## src/rtl/fft_ctrl_pkg.sv

```systemverilog
// Shared types and width helpers for the butterfly stage controller.
package fft_ctrl_pkg;

  typedef enum logic [1:0] {
    IDLE  = 2'd0,
    RUN   = 2'd1,
    DRAIN = 2'd2
  } state_t;

  // Beat counter width, never narrower than one bit.
  function automatic int cnt_width(input int num_beats);
    return (num_beats > 2) ? $clog2(num_beats) : 1;
  endfunction

  // Twiddle index width, never narrower than one bit.
  function automatic int tw_width(input int sw_period);
    return (sw_period > 2) ? $clog2(sw_period) : 1;
  endfunction

  localparam int DEF_NUM_BEATS = 32;
  localparam int DEF_SW_PERIOD = 8;
  localparam int DEF_TW_W      = tw_width(DEF_SW_PERIOD);

  // One entry of the delay pipeline that tracks a beat through the datapath.
  typedef struct packed {
    logic                valid;
    logic                last;
    logic                sel;
    logic [DEF_TW_W-1:0] tw;
  } dl_entry_t;

endpackage

```

## src/rtl/ctrl_delay_line.sv

```systemverilog
// Register pipeline that carries beat side-information alongside the butterfly datapath.
module ctrl_delay_line
  import fft_ctrl_pkg::*;
#(
  parameter int  DEPTH = 2,
  parameter type T     = dl_entry_t
) (
  input  logic clk,
  input  logic rstn,
  input  logic flush,
  input  T     d,
  output T     q
);

  T stage [DEPTH];

  // Shift entries one stage per cycle; a flush empties every stage at once.
  always_ff @(posedge clk or negedge rstn) begin
    if (!rstn) begin
      for (int i = 0; i < DEPTH; i++) stage[i] <= '0;
    end else if (flush) begin
      for (int i = 0; i < DEPTH; i++) stage[i] <= '0;
    end else begin
      stage[0] <= d;
      for (int i = 1; i < DEPTH; i++) stage[i] <= stage[i-1];
    end
  end

  assign q = stage[DEPTH-1];

endmodule

```

## src/rtl/bfly_stage_ctrl.sv

```systemverilog
// Sequencer for one radix-2 butterfly stage: frames beats, drives the add/sub select,
// and emits output valid/last, twiddle index and a frame-done pulse.
module bfly_stage_ctrl
  import fft_ctrl_pkg::*;
#(
  parameter  int NUM_BEATS = DEF_NUM_BEATS,
  parameter  int SW_PERIOD = DEF_SW_PERIOD,
  parameter  int LATENCY   = 2,
  localparam int CNT_W     = cnt_width(NUM_BEATS),
  localparam int TW_W      = tw_width(SW_PERIOD)
) (
  input  logic            clk,
  input  logic            rstn,
  input  logic            start,
  input  logic            abort,
  input  logic            in_valid,
  output logic            in_ready,
  output logic            sw,
  output logic            out_valid,
  output logic            out_last,
  output logic [TW_W-1:0] tw_addr,
  output logic            busy,
  output logic            frame_done
);

  localparam int SEL_BIT = $clog2(SW_PERIOD);

  state_t           state;
  state_t           state_nxt;
  logic [CNT_W-1:0] cnt;
  logic             accept;
  logic             last_beat;
  logic             out_last_raw;
  dl_entry_t        entry_in;
  dl_entry_t        entry_out;

  assign accept       = in_ready & in_valid;
  assign last_beat    = (cnt == CNT_W'(NUM_BEATS - 1));
  assign out_last_raw = entry_out.valid & entry_out.last;

  // Side information for the beat being accepted this cycle.
  always_comb begin
    entry_in       = '0;
    entry_in.valid = accept;
    entry_in.last  = last_beat;
    entry_in.sel   = cnt[SEL_BIT];
    entry_in.tw    = DEF_TW_W'(cnt & CNT_W'(SW_PERIOD - 1));
  end

  ctrl_delay_line #(
    .DEPTH (LATENCY),
    .T     (dl_entry_t)
  ) u_delay (
    .clk   (clk),
    .rstn  (rstn),
    .flush (abort),
    .d     (entry_in),
    .q     (entry_out)
  );

  // State register.
  always_ff @(posedge clk or negedge rstn) begin
    if (!rstn) state <= IDLE;
    else       state <= state_nxt;
  end

  // Next-state logic; abort overrides every other transition.
  always_comb begin
    state_nxt = state;
    case (state)
      IDLE:    if (start && !frame_done)  state_nxt = RUN;
      RUN:     if (accept && last_beat)   state_nxt = DRAIN;
      DRAIN:   if (out_last_raw)          state_nxt = IDLE;
      default:                            state_nxt = IDLE;
    endcase
    if (abort) state_nxt = IDLE;
  end

  // Beat counter advances only on accepted beats and clears after the last one.
  always_ff @(posedge clk or negedge rstn) begin
    if (!rstn)               cnt <= '0;
    else if (abort)          cnt <= '0;
    else if (state == IDLE)  cnt <= '0;
    else if (accept)         cnt <= last_beat ? '0 : cnt + CNT_W'(1);
  end

  // Completion pulse one cycle after the last beat leaves the stage.
  always_ff @(posedge clk or negedge rstn) begin
    if (!rstn) frame_done <= 1'b0;
    else       frame_done <= out_last_raw & ~abort;
  end

  // Output decode; side fields are gated to zero whenever no valid beat is present.
  always_comb begin
    in_ready  = (state == RUN);
    busy      = (state != IDLE);
    out_valid = entry_out.valid;
    sw        = entry_out.valid & entry_out.sel;
    out_last  = entry_out.valid & entry_out.last;
    tw_addr   = entry_out.valid ? entry_out.tw[TW_W-1:0] : '0;
  end

endmodule

```

## config.mk

```make
export PLATFORM = sky130hd
export DESIGN_NAME = bfly_stage_ctrl
export DESIGN_NICKNAME = d
export VERILOG_FILES = /design/src/rtl/fft_ctrl_pkg.sv /design/src/rtl/ctrl_delay_line.sv /design/src/rtl/bfly_stage_ctrl.sv
export SDC_FILE = /design/constraint.sdc
export NUM_CORES = 1
export LEC_CHECK = 0
export BUFFER_PORTS_ARGS = -buffer_cell sky130_fd_sc_hd__buf_2
export CAP_MARGIN = 40
export CELL_PAD_IN_SITES_DETAIL_PLACEMENT = 2
export CELL_PAD_IN_SITES_GLOBAL_PLACEMENT = 2
export CORE_MARGIN = 2
export CORE_UTILIZATION = 31
export CTS_CLUSTER_SIZE = 20
export DETAILED_ROUTE_END_ITERATION = 8
export PLACE_DENSITY = 0.75
export SYNTH_ARGS = -nofsm -noshare
export SYNTH_HDL_FRONTEND = slang
export SYNTH_SLANG_ARGS = --single-unit
```

## constraint.sdc

```tcl
create_clock -name clk -period 1.5 [get_ports clk]
set_clock_uncertainty 0.15 [all_clocks]
set_input_delay 0.225 -clock clk [delete_from_list [all_inputs] [get_ports clk]]
set_output_delay 0.225 -clock clk [all_outputs]
set_load 0.02 [all_outputs]
```

# After elaboration in Yosys (flattened, before gate mapping)
# Index checks and enable logic that the tools add are counted.
[totals]
elab_cells = 41
register_bits = 20
out_inout_bits = 9
[op_classes]
mux = 11
n_eq_ne = 6
n_bitwise = 5
reduce_logical = 7
addsub = 1
[ops]
columns = ["cell", "n"]
rows = [
  ["2-to-1 mux 5 bit", 4],
  ["2-to-1 mux 12 bit", 1],
  ["2-to-1 mux 2 bit", 4],
  ["!= test 3 bit, second input constant", 2],
  ["case mux 2 bit (3 select lines)", 1],
  ["adder 5 x 1 -> 5 bit, second input constant", 1],
  ["== test 5 bit, second input constant", 1],
  ["AND 1 bit", 4],
  ["2-to-1 mux 3 bit", 1],
  ["!= test 3 x 2 -> 1 bit, second input constant", 1],
  ["AND reduction 3 bit", 1],
  ["nonzero test 3 bit", 1],
  ["== test 2 x 1 -> 1 bit, second input constant", 1],
  ["== test 2 bit, second input constant", 1],
  ["logical AND 1 bit", 2],
  ["zero test 2 bit", 1],
  ["nonzero test 2 bit", 1],
  ["zero test 1 bit", 1],
  ["inverter 1 bit", 1],
]

# Longest topological paths before layout
[depth]
depth_word = 6
depth_mapped = 6
ltp_nobuf = 6

# By module
# From an unflattened synthesis, not the netlist that was laid out.
[hier_totals]
cells_unflattened = 81
area_unflattened_um2 = 970.9
[by_module_without_submodules]
columns = ["mod", "instances", "area_each_um2", "cells_per_inst"]
rows = [
  ["bfly_stage_ctrl", 1, 499.2, 50],
  ["ctrl_delay_line", 1, 471.7, 31],
]

# Worst setup path after synthesis
# OpenSTA, ideal clock, no wires.
[synth_path]
path_kind = "register -> register"
start = "reg cnt[0]"
end = "reg cnt[2]"
path_stages_with_launch = 7
t_arrival_ns = 1.281
required_time_ns = 1.268
synth_period_minus_slack_ns = 1.513
setup_slack_ns = -0.013
cell_sequence = "dfrtp_1 -> ha_1 -> and3_1 -> ha_1 -> inv_1 -> nand3b_1 -> a31oi_1"
[synth_between]
elab_chain_len = 5
elab_cells_between_ends = 6
classes_between = "1 x add/sub; 1 x eq/ne; 4 x mux"
[synth_rtl]
columns = ["element", "line_no", "text"]
rows = [
  ["from (decl)", "bfly_stage_ctrl.sv:30", "logic [CNT_W-1:0] cnt;"],
  ["from (signal assigned)", "bfly_stage_ctrl.sv:84", "else if (accept) cnt <= last_beat ? '0 : cnt + CNT_W'(1);"],
  ["adder 5 x 1 -> 5 bit / == test 5 bit (equally long branches)", "bfly_stage_ctrl.sv:84, bfly_stage_ctrl.sv:38", ""],
  ["2-to-1 mux 5 bit * (2 in series)", "bfly_stage_ctrl.sv:84", ""],
  ["2-to-1 mux 5 bit *", "bfly_stage_ctrl.sv:83", "else if (state == IDLE) cnt <= '0;"],
  ["2-to-1 mux 5 bit *", "bfly_stage_ctrl.sv:82", "else if (abort) cnt <= '0;"],
]
# Mark *: on every way between the ends. The rest lies on a longest branch, timed or not. The select of a mux whose other input is x is not followed.
# A chain may end at the register's enable or synchronous reset.

# Worst setup path after layout
[layout_path]
start = "reg state[0]"
end = "out busy"
[layout_between]
elab_chain_len = 1
[layout_rtl]
columns = ["element", "line_no", "text"]
rows = [
  ["from (decl)", "bfly_stage_ctrl.sv:28", "state_t state;"],
  ["from (signal assigned)", "bfly_stage_ctrl.sv:64", "else state <= state_nxt;"],
  ["nonzero test 2 bit", "bfly_stage_ctrl.sv:96", "busy = (state != IDLE);"],
  ["to (decl)", "bfly_stage_ctrl.sv:22", "output logic busy,"],
]
# Every way passes these cells.

==> out/metrics.cfg <==
[outcome]
outcome = finished, final reports clean

[route]
vias_per_cell = 4.74
antenna_left = 0
num_vias = 616
drt_wl_total_mm = 2.23
drc = 0
drt_iter0_markers = 4
first_pass_iters = 4
avgRoutedWirePerCell_um = 17.1

[synthesis]
synthMostInstantiatedCell = dfrtp_1
avgSynthCellArea_um2 = 11.5
synth_flop_cell = dfrtp_1
ys_seq_elements = 20
synth_area_um2 = 813
synth_common_cells = dfrtp_1 (20), nor2b_1 (8), nor2_1 (5)
syn_nets = 78
yosysTopAreaCell = dfrtp_1
synth.yosys.seq_area_share_pct = 61.5
synth-edff-count = 0
ys_top_cells_by_area = dfrtp_1 (62%), nor2b_1 (6.2%), and2_1 (3.1%)
yosysTopAreaCellShare_pct = 61.5
async_reset_ff_share_pct = 100
synthDistinctLibCells = 25
synth_warnings = 0
synthCells = 71

[setup_path]
cp_max_fo = 2
end_kind = output pin
critPathArrivalTime_ns = 1.12
critical_path_required_ns = 1.12
path_class = flop to output pin
start_kind = flop

[timing]
fin_hold_ws_ns = 0.0434
hold_viol_final = 0
setup_viol = 0
rsz0062_at_grt = true
fin_ws_ns = 0.000355
fmax_ghz = 0.667
min_period_over_period_pct = 100
min_period_ns = 1.50
drv_slew = 0
slew_headroom_pct = 69.7
worst_slew_pin_slew_ns = 0.455

[floorplanning]
rows = 18
core_um2 = 2480
fp.dieArea_um2 = 3050
die_y_um = 55.2
initial_core_util_pct = 32.8
io_pins = 14
die_x_um = 55.2

[worst_hold_path]
hold_class = input pin to flop

[cells_and_area]
multi_input_area_um2 = 358
nFillCells = 263
drive_above_1_share_pct = 47.0
area_growth_pct = 42.2
nets = 108
antenna_cells = 0
final_area_um2 = 1160
regArea_um2 = 503

[power_and_ir_drop]
irDropWorstVdd_v = 0.000499
power.density_nw_per_um2 = 939
p_leak_nw = 0.574

[grt]
grt_pass1_vias = 740
grt_max_degree = 21
track_usage_pct = 15.6
overflow = 0
grt_pass1_wl_mm = 3.69
antenna_found_initial = 0

[clock_network]
cts.sinks = 20
htree_levels = 1
clk_latency_ns = 0.30
cts_tree = yes
clockBufferDepth = 2
root_buffer = clkbuf_4
cts.clk_slew.worst_paths_ns = 0.12
cts_made_buffers = 3

[placed_design]
dp_hpwl_mm = 1.32
placed_cell_area_um2 = 950
numPortBuffers = 13
place_ws_ns = -0.0772
gp_congestion = 0.741

[flow_run]
max-cap-violations = 0

timing repair:
item / 4_1_cts / 5_1_grt
resized for setup: 15 / 11
hold endpoints to repair: 20 / 0
hold buffers: 1 / 0
endpoints found under the setup margin: 7 / 8
pin swaps: 3 / 2
buffers inserted: 6 / 1
final timing paths:
| path | start | end | slack (ns) | depth (start not counted) |
|---|---|---|---|---|
| worst min-delay path | abort | state[0] | 0.04 | 2 |
| max in group asynchronous | rstn | u_delay.q[5] | 0.63 | 2 |
| worst max register to register | state[0] | cnt[2] | 0.01 | 5 |
| worst max-delay path | state[0] | busy | 0.0004 | 2 |
| min in group asynchronous | rstn | cnt[4] | 0.23 | 2 |
| worst min register to register | u_delay.stage[6] | u_delay.q[0] | 0.33 | 1 |
state kept, by name (all words and copies together), names as in the netlist:
name / cells
cnt: 5
frame_done: 1
state: 2
u_delay.q: 6
u_delay.stage: 6
cell usage in the layout (no fill, tap or decap), types with 3 or more instances in the layout:
cell type | Yosys | routed
nor2b_1 | 8 | 8
clkbuf_4 | 0 | 3
buf_4 | 0 | 10
dfrtp_1 | 20 | 18
nand2_1 | 4 | 3
nor2_1 | 5 | 4
and2_1 | 4 | 4
buf_6 | 0 | 4
buf_2 | 0 | 11
critical path, cell delays in order, from the launching register on:
cell	delay [ns]
dfrtp_1	0.43
or2_4	0.26
buf_6	0.13
cell type report:
| type | instances | share of cell area (%) |
|---|---|---|
| Tap cell | 30 | 3.25 |
| Sequential cell | 20 | 43.5 |
| Clock buffer | 3 | 1.95 |
| Timing Repair Buffer | 26 | 16.0 |
| Inverter | 4 | 1.73 |
| Multi-Input combinational cell | 46 | 31.0 |
| Clock inverter | 1 | 2.60 |
logic make-up after synthesis:
family          count (synthesis)  synth area share (%)
mux                             1                  1.23
xor+xnor                        1                  1.08
buf+inv                         5                  2.31
fa+ha+maj                       2                  3.08
flops                          20                  61.5
simple gates                   32                  23.4
compound gates                 10                  7.38
stage by stage:
step | setup TNS (ns) | total power [mW] | cells | util [%]
3_3_place_gp | 0 | 0.618 | 118 | 38.3
2_1_floorplan | 0 | 0.586 | 71 | -
6_report | 0 | 1.09 | 130 | 46.7
4_1_cts | 0 | 1.09 | 129 | 44.8
3_5_place_dp | -0.176 | 0.621 | 118 | 38.3
5_1_grt | -0.253 | 1.14 | 130 | 46.7
where the power goes:
group	switching, mW	total, mW	internal (mW)
registers	0.00415	0.549	0.545
clock network	0.176	0.446	0.270
logic	0.0499	0.0912	0.0413
total	0.230	1.09	0.856
per-layer routing:
layer | vias to the layer above | global-route usage, % | wire (µm)
li1 | 291 | - | -
met1 | 314 | 19.4 | 903
met2 | 11 | 27.0 | 1260
met3 | 0 | 2.81 | 60
met4 | 0 | 5.23 | 0
met5 | - | 0 | 0
(Power assumes the default switching activity.)
